<file path="src/rtl/fifo_rd_packer.sv">
// fifo_rd_packer
//   Read-side consumer for a show-ahead FIFO. Pops WIDTH-bit words whenever
//   they are available and packs RATIO consecutive words into one wide beat,
//   first-popped word in the LSBs. The beat is presented on a registered
//   valid/ready output; up to RATIO-1 further words may be accumulated while
//   a beat is held.
//
// Ports
//   clk         clock, all state changes on posedge
//   rst         synchronous active-high reset
//   fifo_dout   FIFO head word, valid whenever fifo_empty=0 (no read latency)
//   fifo_empty  FIFO empty flag
//   fifo_r      pop strobe to the FIFO (combinational)
//   flush       synchronous discard of the partial beat and the held beat
//   out_data    assembled beat (registered)
//   out_vld     beat valid (registered)
//   out_rdy     consumer accepts the beat when out_vld & out_rdy at a posedge
//   busy        partial beat in progress or beat held
module fifo_rd_packer #(
  parameter int unsigned WIDTH = 8,
  parameter int unsigned RATIO = 4
) (
  input  logic                   clk,
  input  logic                   rst,
  input  logic [WIDTH-1:0]       fifo_dout,
  input  logic                   fifo_empty,
  output logic                   fifo_r,
  input  logic                   flush,
  output logic [WIDTH*RATIO-1:0] out_data,
  output logic                   out_vld,
  input  logic                   out_rdy,
  output logic                   busy
);

  logic                   last;      // next pop completes a beat
  logic                   partial;   // words accumulated for an unfinished beat
  logic                   slot_free; // output register can take a new beat
  logic                   pop;
  logic [WIDTH*RATIO-1:0] beat;      // beat formed if the current head is the last word

  assign slot_free = !out_vld | out_rdy;

  // out_rdy reaches fifo_r through a single AND/OR level so a stalled last
  // word is released in the same cycle the consumer becomes ready.
  assign fifo_r = !rst & !flush & !fifo_empty & (!last | slot_free);
  assign pop    = fifo_r;
  assign busy   = partial | out_vld;

  generate
    if (RATIO == 1) begin : g_direct
      // Every word is a complete beat; no accumulator or counter needed.
      assign last    = 1'b1;
      assign partial = 1'b0;
      assign beat    = fifo_dout;
    end else begin : g_pack
      localparam int unsigned CW = $clog2(RATIO);
      localparam int unsigned AW = WIDTH * (RATIO - 1);

      logic [CW-1:0] cnt;
      logic [AW-1:0] acc;

      assign last    = (cnt == CW'(RATIO - 1));
      assign partial = (cnt != '0);
      assign beat    = {fifo_dout, acc};

      always_ff @(posedge clk) begin
        if (rst || flush) begin
          cnt <= '0;
          acc <= '0;
        end else if (pop) begin
          if (last) begin
            cnt <= '0;
          end else begin
            cnt <= cnt + CW'(1);
            for (int unsigned i = 0; i < RATIO - 1; i++) begin
              if (cnt == CW'(i)) begin
                acc[i*WIDTH +: WIDTH] <= fifo_dout;
              end
            end
          end
        end
      end
    end
  endgenerate

  // Output register. A last-word pop takes priority over the handshake so a
  // delivered beat is replaced by the new one without a bubble; otherwise a
  // handshake simply empties the slot. out_data is left untouched on flush
  // and on delivery.
  always_ff @(posedge clk) begin
    if (rst) begin
      out_data <= '0;
      out_vld  <= 1'b0;
    end else if (flush) begin
      out_vld  <= 1'b0;
    end else if (pop && last) begin
      out_data <= beat;
      out_vld  <= 1'b1;
    end else if (out_rdy) begin
      out_vld  <= 1'b0;
    end
  end

endmodule

</file>
<file path="config.mk">
export PLATFORM = sky130hd
export DESIGN_NAME = fifo_rd_packer
export DESIGN_NICKNAME = d
export VERILOG_FILES = /design/src/rtl/fifo_rd_packer.sv
export SDC_FILE = /design/constraint.sdc
export NUM_CORES = 1
export LEC_CHECK = 0
export CAP_MARGIN = 10
export CORE_ASPECT_RATIO = 1.5
export CORE_MARGIN = 3
export CORE_UTILIZATION = 56
export CTS_BUF_LIST = sky130_fd_sc_hd__clkbuf_16
export DETAILED_ROUTE_END_ITERATION = 10
export GPL_ROUTABILITY_DRIVEN = 0
export HOLD_SLACK_MARGIN = 0.08
export PLACE_DENSITY_LB_ADDON = 0.12
export SETUP_SLACK_MARGIN = 0.02
export SYNTH_ARGS = -nofsm -noshare
export SYNTH_HDL_FRONTEND = slang
export SYNTH_SLANG_ARGS = --single-unit
</file>
<file path="constraint.sdc">
create_clock -name clk -period 4.71 [get_ports clk]
set_clock_uncertainty 0.1 [all_clocks]
set_input_delay 0.942 -clock clk [delete_from_list [all_inputs] [get_ports clk]]
set_output_delay 0.942 -clock clk [all_outputs]
set_load 0.05 [all_outputs]
</file>
# Word level (Yosys, flattened, before mapping)
# Cells that the tools add are included.
# op_classes
add_sub_neg,1
mux,3
bitwise_logic,8
n_reduce_logical,15
eq_ne,3
# ops
operator,count
AND reduction 3 bit,3
zero test 1 bit,5
== test 2 bit (second input constant),2
nonzero test 2 bit,2
bitwise AND 1 bit,3
bitwise OR 1 bit,3
adder 2 x 1 -> 2 bit (second input constant),1
== test 2 x 1 -> 1 bit (second input constant),1
zero test 2 bit,1
2-to-1 mux 1 bit,2
2-to-1 mux 2 bit,1
NOT 1 bit,2
AND reduction 2 bit,1
OR reduction 2 bit,1
logical AND 1 bit,1
logical OR 1 bit,1
# totals
register_bits,59
elab_cells,36

# Longest topological paths before layout
# Gate-level depths: netlist (run 1).
# logic_depth
ltp_word,6
mapped_depth,7
depth_no_buf,5

# Worst setup path before layout (run 1)
# No wires, ideal clock.
# synth_timing
kind,input port to output port
from,in rst
to,out fifo_r
arrival_time_ps,2372
cell_stages,4
setup_slack_ps,1296
path_buffers,2
required_ps,3668
cell_sequence,buf_6 -> or3_1 -> buf_6 -> a21oi_1
# synth_via
elab_chain_cells,4
# synth_lines
element,line_no,source
start: declaration,24,"input logic rst,"
zero test 1 bit,45,assign fifo_r = !rst & !flush & !fifo_empty & (!last | slot_free);
bitwise AND 1 bit (3 in a row),45,
end: declaration,27,"output logic fifo_r,"
# Every way passes these cells.

# Worst setup path in the final report (run 1)
# layout_timing
from,in flush
to,out fifo_r
# layout_via
elab_chain_cells,4
# layout_lines
element,line_no,source
start: declaration,28,"input logic flush,"
zero test 1 bit,45,
bitwise AND 1 bit (3 in a row),45,
# Every way passes these cells.

==> reports/results.txt, run 1 <==
The flow ran to the end, and the final reports show no timing, DRC or antenna violations. For the number of distinct library cell variants in the gate-level netlist after synthesis, the log shows 24. With fillers left out, the area of the finished cells amounts to 3422 um^2. Part of the power in registers: 39.2%. The clock tree synthesis step divided the H-tree into 3 levels. Across all layers, the routed design uses 2,313 vias.

The share of the synthesized netlist area taken by xor and xnor gates is 0%, and the gate count of the mapped netlist is 290. After global routing the overflow that remains totals 0. The post-synth design cell area came out at 2654 um^2. Data on the critical path arrives at its endpoint at 2470 ps. Across every metal layer, demand over resource in global routing totals 24.06%. Sequential elements use 44.51% of the synthesized area. The die is 62.21 um wide. The number of vias per cell was 5.961; the die area was 5618 um^2. The accumulated negative setup slack was 0 ps. The number of cells on the worst reg-to-reg path is 5. In this run the clock root is driven by a clkbuf_16. The synthesized design spends more area on one cell type than any other, namely dfxtp_1.

The floorplan has 30 rows. From bottom edge to top edge, the die measures 90.31 um. The post-layout net count was 336. Setup repair after global routing left no endpoint under its margin.

Clock tree synthesis found a total of 59 sinks. The area after detailed placement was 3089 um^2; the net load switching power was 0.2589 mW. VDD sags by at most 0.2751 mV.

Simple-gate share of the synthesized area: 19.28%. The number of buffers added to fix hold violations after cts is 0. By startpoint and endpoint, the worst setup path is classified as input pin to output port. Of the total power, the clock network draws 56.2%. Dividing the detail-routed wire length by the instance count gives 16.24 um. The cell total after placement came out at 372. The smallest hold slack was 357.8 ps; the final standard cell count with taps included and fillers excluded was 388.

The iteration-0 DRC count of the detailed router came out at 109. The internal portion of the total power is 1.032 mW. The total wire length after detailed routing was 6303 um; the switching share of power was 20.05%.

The synthesized netlist devotes 25.93% of its cell area to compound gates. The tools report the area of the core as 4542 um^2. Leakage power of the design: 1.063 nW. The logs give 2330 ps for the slack of the worst reg-to-reg path and 0 for the post-CTS resize count. The worst setup path is launched from an input pin.

The largest driver fanout on the critical path came out at 5. The repair_antennas step left the layout with diodes totalling 0. Main combinational cell family by area after synthesis: compound AO/OA/AOI/OAI gates. For the pin with the worst max-slew slack, the measured transition is 1275 ps. The initial utilization of the core area, before any placement, comes to 58.43%.

The endpoint identified for the worst register-to-register timing path is g_pack.acc[2]$_SDFFE_PP0P_. Element type at the critical path end: an output port. Of the available clock period, the critical path in the final layout requires 74.48%. The total of fill cells in the finished design came out at 335. Clock tree synthesis inserted a total of 9 buffers. Detailed placement ended at an HPWL of 3941 um. The number of antenna-violating nets in the routed design is 0. After clock tree synthesis, the clock-pin slew on the worst setup and hold paths is 50 ps. The tools report the maximum buffer depth of the clock tree as 2. In this run the power density over the cells is 377.4 nW/um^2. In this run the tool buffered the top-level ports with 47 buffer cells. The fraction of post-synthesis cell area in the top cell type by area is 44.51%. The logs give 2,311 for the via count of the first global-routing pass and 0.2851 GHz for the highest clock frequency the design can meet.

The class of the most critical hold timing path was flop to flop. The multi-input combinational cells in the finished layout cover a total of 1284 um^2. Clock latency on the worst-skew pair, taken at its later pin, is 320 ps. The sequential standard cell area came out at 1181 um^2. Ranked by total cell area, the synthesized netlist is headed by dfxtp_1 (45%), o31ai_2 (14%), nand4_1 (7.5%), a21oi_1 (6.4%), o21ai_0 (4.5%).

The run gives 0 as the number of setup buffers added after CTS. In this run the tightest slew margin relative to its limit is 15.02%. The area growth from synthesis to layout is 28.95%, and the count of boundary I/O pins is 48. The average instance area after synthesis is 9.151 um^2. For this run, the detailed router's first-pass iteration total came to 5. The adder-cell share of the synthesized area was 1.886%. The first-pass GRT wire length came out at 10,920 um.

Measured on the finished design, the core utilization comes to 75.34%. Cells with a size suffix above 1 make up 17.28% of the layout. Count of pins over their slew limit: 0. The number of warnings printed during yosys synthesis was 0.

The worst hold path terminates at g_pack.acc[1]$_SDFFE_PP0P_. The tool flagged a number of max-cap violations equal to 0. Count of final setup violators: 0. The startpoint identified for the worst register-to-register timing path is g_pack.cnt[1]$_SDFFE_PP0N_.

The number of synthesized register bits was 59. The post-detailed-route DRC marker count is 0, and the synthesized net count is 307. The worst path in the final design needs a cycle of 3508 ps, including I/O delays and setup. The run gives 37 as the pin count of the biggest net entering global routing.

The number of stages on the worst hold path is 2. The required time of the critical path was 3670 ps. TritonCTS built the clock tree.

The combinational group share of total power is 4.6%, and the mux cell area share after synthesis is 0.7544%. The number of antenna violations at the first check in global routing was 0. The startpoint identified for the worst hold timing path is g_pack.acc[1]$_SDFFE_PP0P_. For the final number of hold-violating endpoints, the log shows 0.
-- sequential cells by signal (all words and copies together) (netlist names) --
name,flops
out_data,32
g_pack.acc,24
g_pack.cnt,2
out_vld,1
-- layer usage --
| layer | global-route usage [%] | vias up | routed length, um | part of all wire [%] |
|---|---|---|---|---|
| met5 | 0 | - | 0 | 0 |
| li1 | - | 1121 | - | - |
| met4 | 8.672 | 0 | 106 | 1.7 |
| met2 | 41.64 | 62 | 3360 | 53 |
| met1 | 28.76 | 1120 | 2574 | 41 |
| met3 | 5.853 | 10 | 261 | 4.1 |
-- cell families after synthesis --
kind of cell,Yosys count
flops,59
mux,2
buf+inv,39
simple gates,95
compound gates,91
fa+ha+maj,4
-- power by group through the flow --
stage	clock [mW]	combinational, mW	sequential, mW
after global routing	0.756	0.0636	0.506
final	0.726	0.0588	0.506
after CTS	0.730	0.0587	0.506
after detailed placement	0	0.0583	0.516
after floorplan	0	0.0351	0.516
after global placement	0	0.0577	0.516
-- area by class of cell --
| cell class | count | area share, % |
|---|---|---|
| clock buffer | 9 | 6.581 |
| clock inverter | 7 | 3.144 |
| inverter | 3 | 0.3291 |
| multi-input combinational | 192 | 37.51 |
| sequential | 59 | 34.52 |
| tap | 64 | 2.340 |
| timing repair buffer | 54 | 15.58 |
-- layout by cell type, fill, tap and decap left out, drive strengths merged --
cell           synthesis  layout
and2                   3       3
bufinv                 0       3
a21oi                 34      34
clkdlybuf4s50          0      46
nor2b                  2       2
nor4                   1       1
clkinv                 0       3
nor3                   2       2
nor2                   1       1
dfxtp                 59      59
ha                     4       4
clkbuf                16       9
nand2b                 2       2
nand3                 22      22
o21ai                 24      24
buf                   20       8
mux2i                  2       2
o31ai                 32      32
nand2                 29      29
or3                    1       1
inv                    3       4
nand4                 32      32
o211ai                 1       1
-- cells in the mapped netlist --
library cell / instances
a21oi_1: 34
and2_0: 2
and2_1: 1
buf_2: 15
buf_6: 5
clkbuf_1: 16
dfxtp_1: 59
ha_1: 4
inv_1: 3
mux2i_1: 2
nand2_1: 29
nand2b_1: 2
nand3_1: 22
nand4_1: 32
nor2_2: 1
nor2b_1: 2
nor3_1: 1
nor3_2: 1
nor4_4: 1
o211ai_1: 1
o21ai_0: 24
o31ai_1: 2
o31ai_2: 30
or3_1: 1
-- through the flow --
step	power [mW]	setup slack [ps]
finish	1.291	1202
global route	1.326	1113
CTS	1.295	1217
detailed placement	0.5747	1222
global placement	0.5738	1260
floorplan	0.5510	1296
-- how the worst max path moves through the flow --
stage / endpoint / slack (ps) / from
floorplan: fifo_r / 1300 / rst
global placement: fifo_r / 1260 / flush
detailed placement: fifo_r / 1220 / flush
CTS: fifo_r / 1220 / flush
global route: fifo_r / 1110 / flush
finish: fifo_r / 1200 / flush
-- worst max-delay path, cell delays in order --
cell and delay [ps]:
clkdlybuf4s50_1 550, or3_1 460, a21oi_1 320, buf_12 190
(Power assumes the default switching activity.)
==> run 2, diff against run 1 <==
CORE_UTILIZATION = 52   (was 56)
clock period = 3.45 ns   (was 4.71 ns; I/O delays follow)
==> run 2 against run 1 <==
Compared with the run above: cell area shrank 1.8%; non-clock buffer count is 2 higher; sequential share of layout area increased by 0.63 points; clock power up 3.2%; setup slack lost 730 ps; critical path type unchanged; flip-flop and latch count unchanged; via count increased by 0.26%; sequential power increased by 37%; critical endpoint unchanged.
==> reports/results.txt, run 2 (synthesis results as in run 1) <==
The run gives 3896 um (-1.1%) as the estimated wirelength of the detail-placed design. The class of the most critical hold timing path is flop to flop. For the smallest setup slack after layout, the log shows 474.1 ps (-727.8 ps).

For the number of antenna-violating nets in the routed design, the log shows 0 (unchanged). Setup repair after global routing left no endpoint under its margin. The number of setup buffers added after CTS was 0 (unchanged); the power per standard cell area was 453.0 nW/um^2 (+20%). The tools report the cell total after placement as 376 (+1.1%). TritonCTS built the clock tree.

The number of vias per cell works out to 5.916 (-0.76%). The logs give 80 (-27%) for the iteration-0 DRC count of the detailed router and 0 ps (unchanged) for the accumulated negative setup slack. The total global routing track utilization was 22.28% (-1.8 points); the total overflow reported by the global router was 0 (unchanged). The run gives 359.8 ps (+2.017 ps) as the smallest hold slack. The maximum buffer depth of the clock tree came out at 2 (unchanged).

Power after layout: 1.522 mW (+18%). The peak supply drop was 0.4039 mV (+47%); the area after detailed placement was 3107 um^2 (+0.57%). The tools report the normalized max-slew margin as 28.22% (+13 points).

The final standard cell count with taps included and fillers excluded came out at 392 (+1.0%). The flow ran to the end, and the final reports show no timing, DRC or antenna violations. The post-layout net count is 338 (+0.60%). The total clock buffers created by CTS was 9 (unchanged).

The register with the most flip-flops in the final layout is out_data. Based on the critical path, the design can be clocked at up to 0.3360 GHz. The tools report the number of antenna diodes as 0 (unchanged). Final period demand of the worst path: 2976 ps. The total via count in the routed design is 2,319 (+0.26%), and the leakage power of the design is 1.044 nW (-1.8%). The total wire length after detailed routing is 6118 um (-2.9%).

The via count of the first global-routing pass came out at 2,246 (-2.8%). The pre-CTS setup slack is 473.1 ps (-749.4 ps). In the final layout, the registers with the most flip-flops are out_data: 32 flops, g_pack.acc: 24 flops, g_pack.cnt: 2 flops. The sink count of the clock tree came out at 59 (unchanged). The final core utilization was 68.77% (-6.6 points). The number of search-and-repair iterations in the first detailed-routing pass was 4 (-1). For the count of pins over their slew limit, the log shows 0 (unchanged). The count of buffers inserted at the top-level ports was 47 (unchanged); the required time of the critical path was 2660 ps (-1010 ps).

Overall die height: 93.50 um (+3.5%). The run gives 0 (unchanged) as the post-CTS resize count. The clock tree root buffer cell was clkbuf_16. The number of antenna violations at the first check in global routing was 0 (unchanged); the number of flip-flops in the largest register was 32 (unchanged). The run gives 3361 um^2 (-1.8%) as the post-route standard cell area excluding fillers. The area of the core was 4887 um^2 (+7.6%); the area growth from synthesis to layout was 26.64%.

The run gives 3 (unchanged) as the CTS H-tree depth. The critical path is of the input pin to output port type. The fraction of final layout cells sized beyond drive strength 1 was 16.87% (-0.41 points).

Element type at the critical path end: an output port. The largest driver fanout on the critical path works out to 5 (unchanged). The logs give 320 ps (about the same) for the clock latency reported for the late side of the worst-skew pair and 37 (unchanged) for the pin count of the biggest net entering global routing. The run gives 31 (+3.3%) as the cell row count. In the finished design, the share of the clock period the worst path needs comes to 86.26%.

The number of buffers added to fix hold violations after cts is 0 (unchanged), and the detailed-route wire length per cell is 15.61 um (-3.9%). The die area is 6015 um^2 (+7.1%), and the die boundary width is 64.33 um (+3.4%). The clock transition at the registers of the reported paths works out to 50 ps (about the same). The max-capacitance violation count was 0 (unchanged). The post-detailed-route DRC marker count is 0 (unchanged), and the count of boundary I/O pins is 48 (unchanged). In the layout the commonest cells are dfxtp_1 (59), clkdlybuf4s50_1 (46), a21oi_1 (34), nand4_1 (32), o31ai_2 (30). Starting density of the core: 54.30% (-4.1 points). The data arrival at the endpoint of the critical path is 2190 ps (-280 ps), and the count of final setup violators is 0 (unchanged). The first-pass GRT wire length came out at 10,450 um (-4.3%). The actual slew at the worst max-slew pin was 1076 ps (-199.2 ps). The kind of start point of the critical path was an input pin. The library cell used most frequently in the layout, excluding fill and tap cells, is dfxtp_1.

The tools report the final number of hold-violating endpoints as 0 (unchanged).
## run 2: changes by cell type in the layout (fill, tap and decap cells not counted), sizes merged
| cell | change |
|---|---|
| inv | +2 |
| clkinv | +1 |
| buf | +2 |
| bufinv | -3 |
## run 2: per-layer routing
layer	wire, um	part of all wire (%)	vias to the layer above	track usage [%]
met5	0	0	-	0
met4	161	2.6	0	10.41
met3	274	4.5	17	5.288
met2	3044	50	55	37.76
met1	2637	43	1123	26.23
li1	-	-	1124	-
## run 2: worst paths after layout
path | end | start | cells past startpoint | slack, ps
setup / recovery | fifo_r | flush | 4 | 470
hold / removal | g_pack.acc[9]$_SDFFE_PP0P_ | g_pack.acc[9]$_SDFFE_PP0P_ | 2 | 360
setup reg to reg | out_data[11]$_SDFFE_PP0P_ | g_pack.cnt[0]$_SDFFE_PP0N_ | 6 | 950
hold reg to reg | g_pack.acc[9]$_SDFFE_PP0P_ | g_pack.acc[9]$_SDFFE_PP0P_ | 2 | 360
## run 2: report_power, final
part / internal (mW) / switching (mW)
combinational: 0.0262 / 0.0551
sequential: 0.688 / 0.00326
clock: 0.468 / 0.281
## run 2: final cells by class
cell class                      instances  area [um^2]
Inverter                                3        11.26
Multi-Input combinational cell        192         1284
Sequential cell                        59         1181
Clock buffer                            9        225.2
Tap cell                               66        82.58
Fill cell                             439         1526
Clock inverter                          7        28.78
Timing Repair Buffer                   56        548.0
## run 2: critical path, stage by stage
cell	delay, ps
clkdlybuf4s50_1	560
or3_1	440
a21oi_1	310
buf_12	190
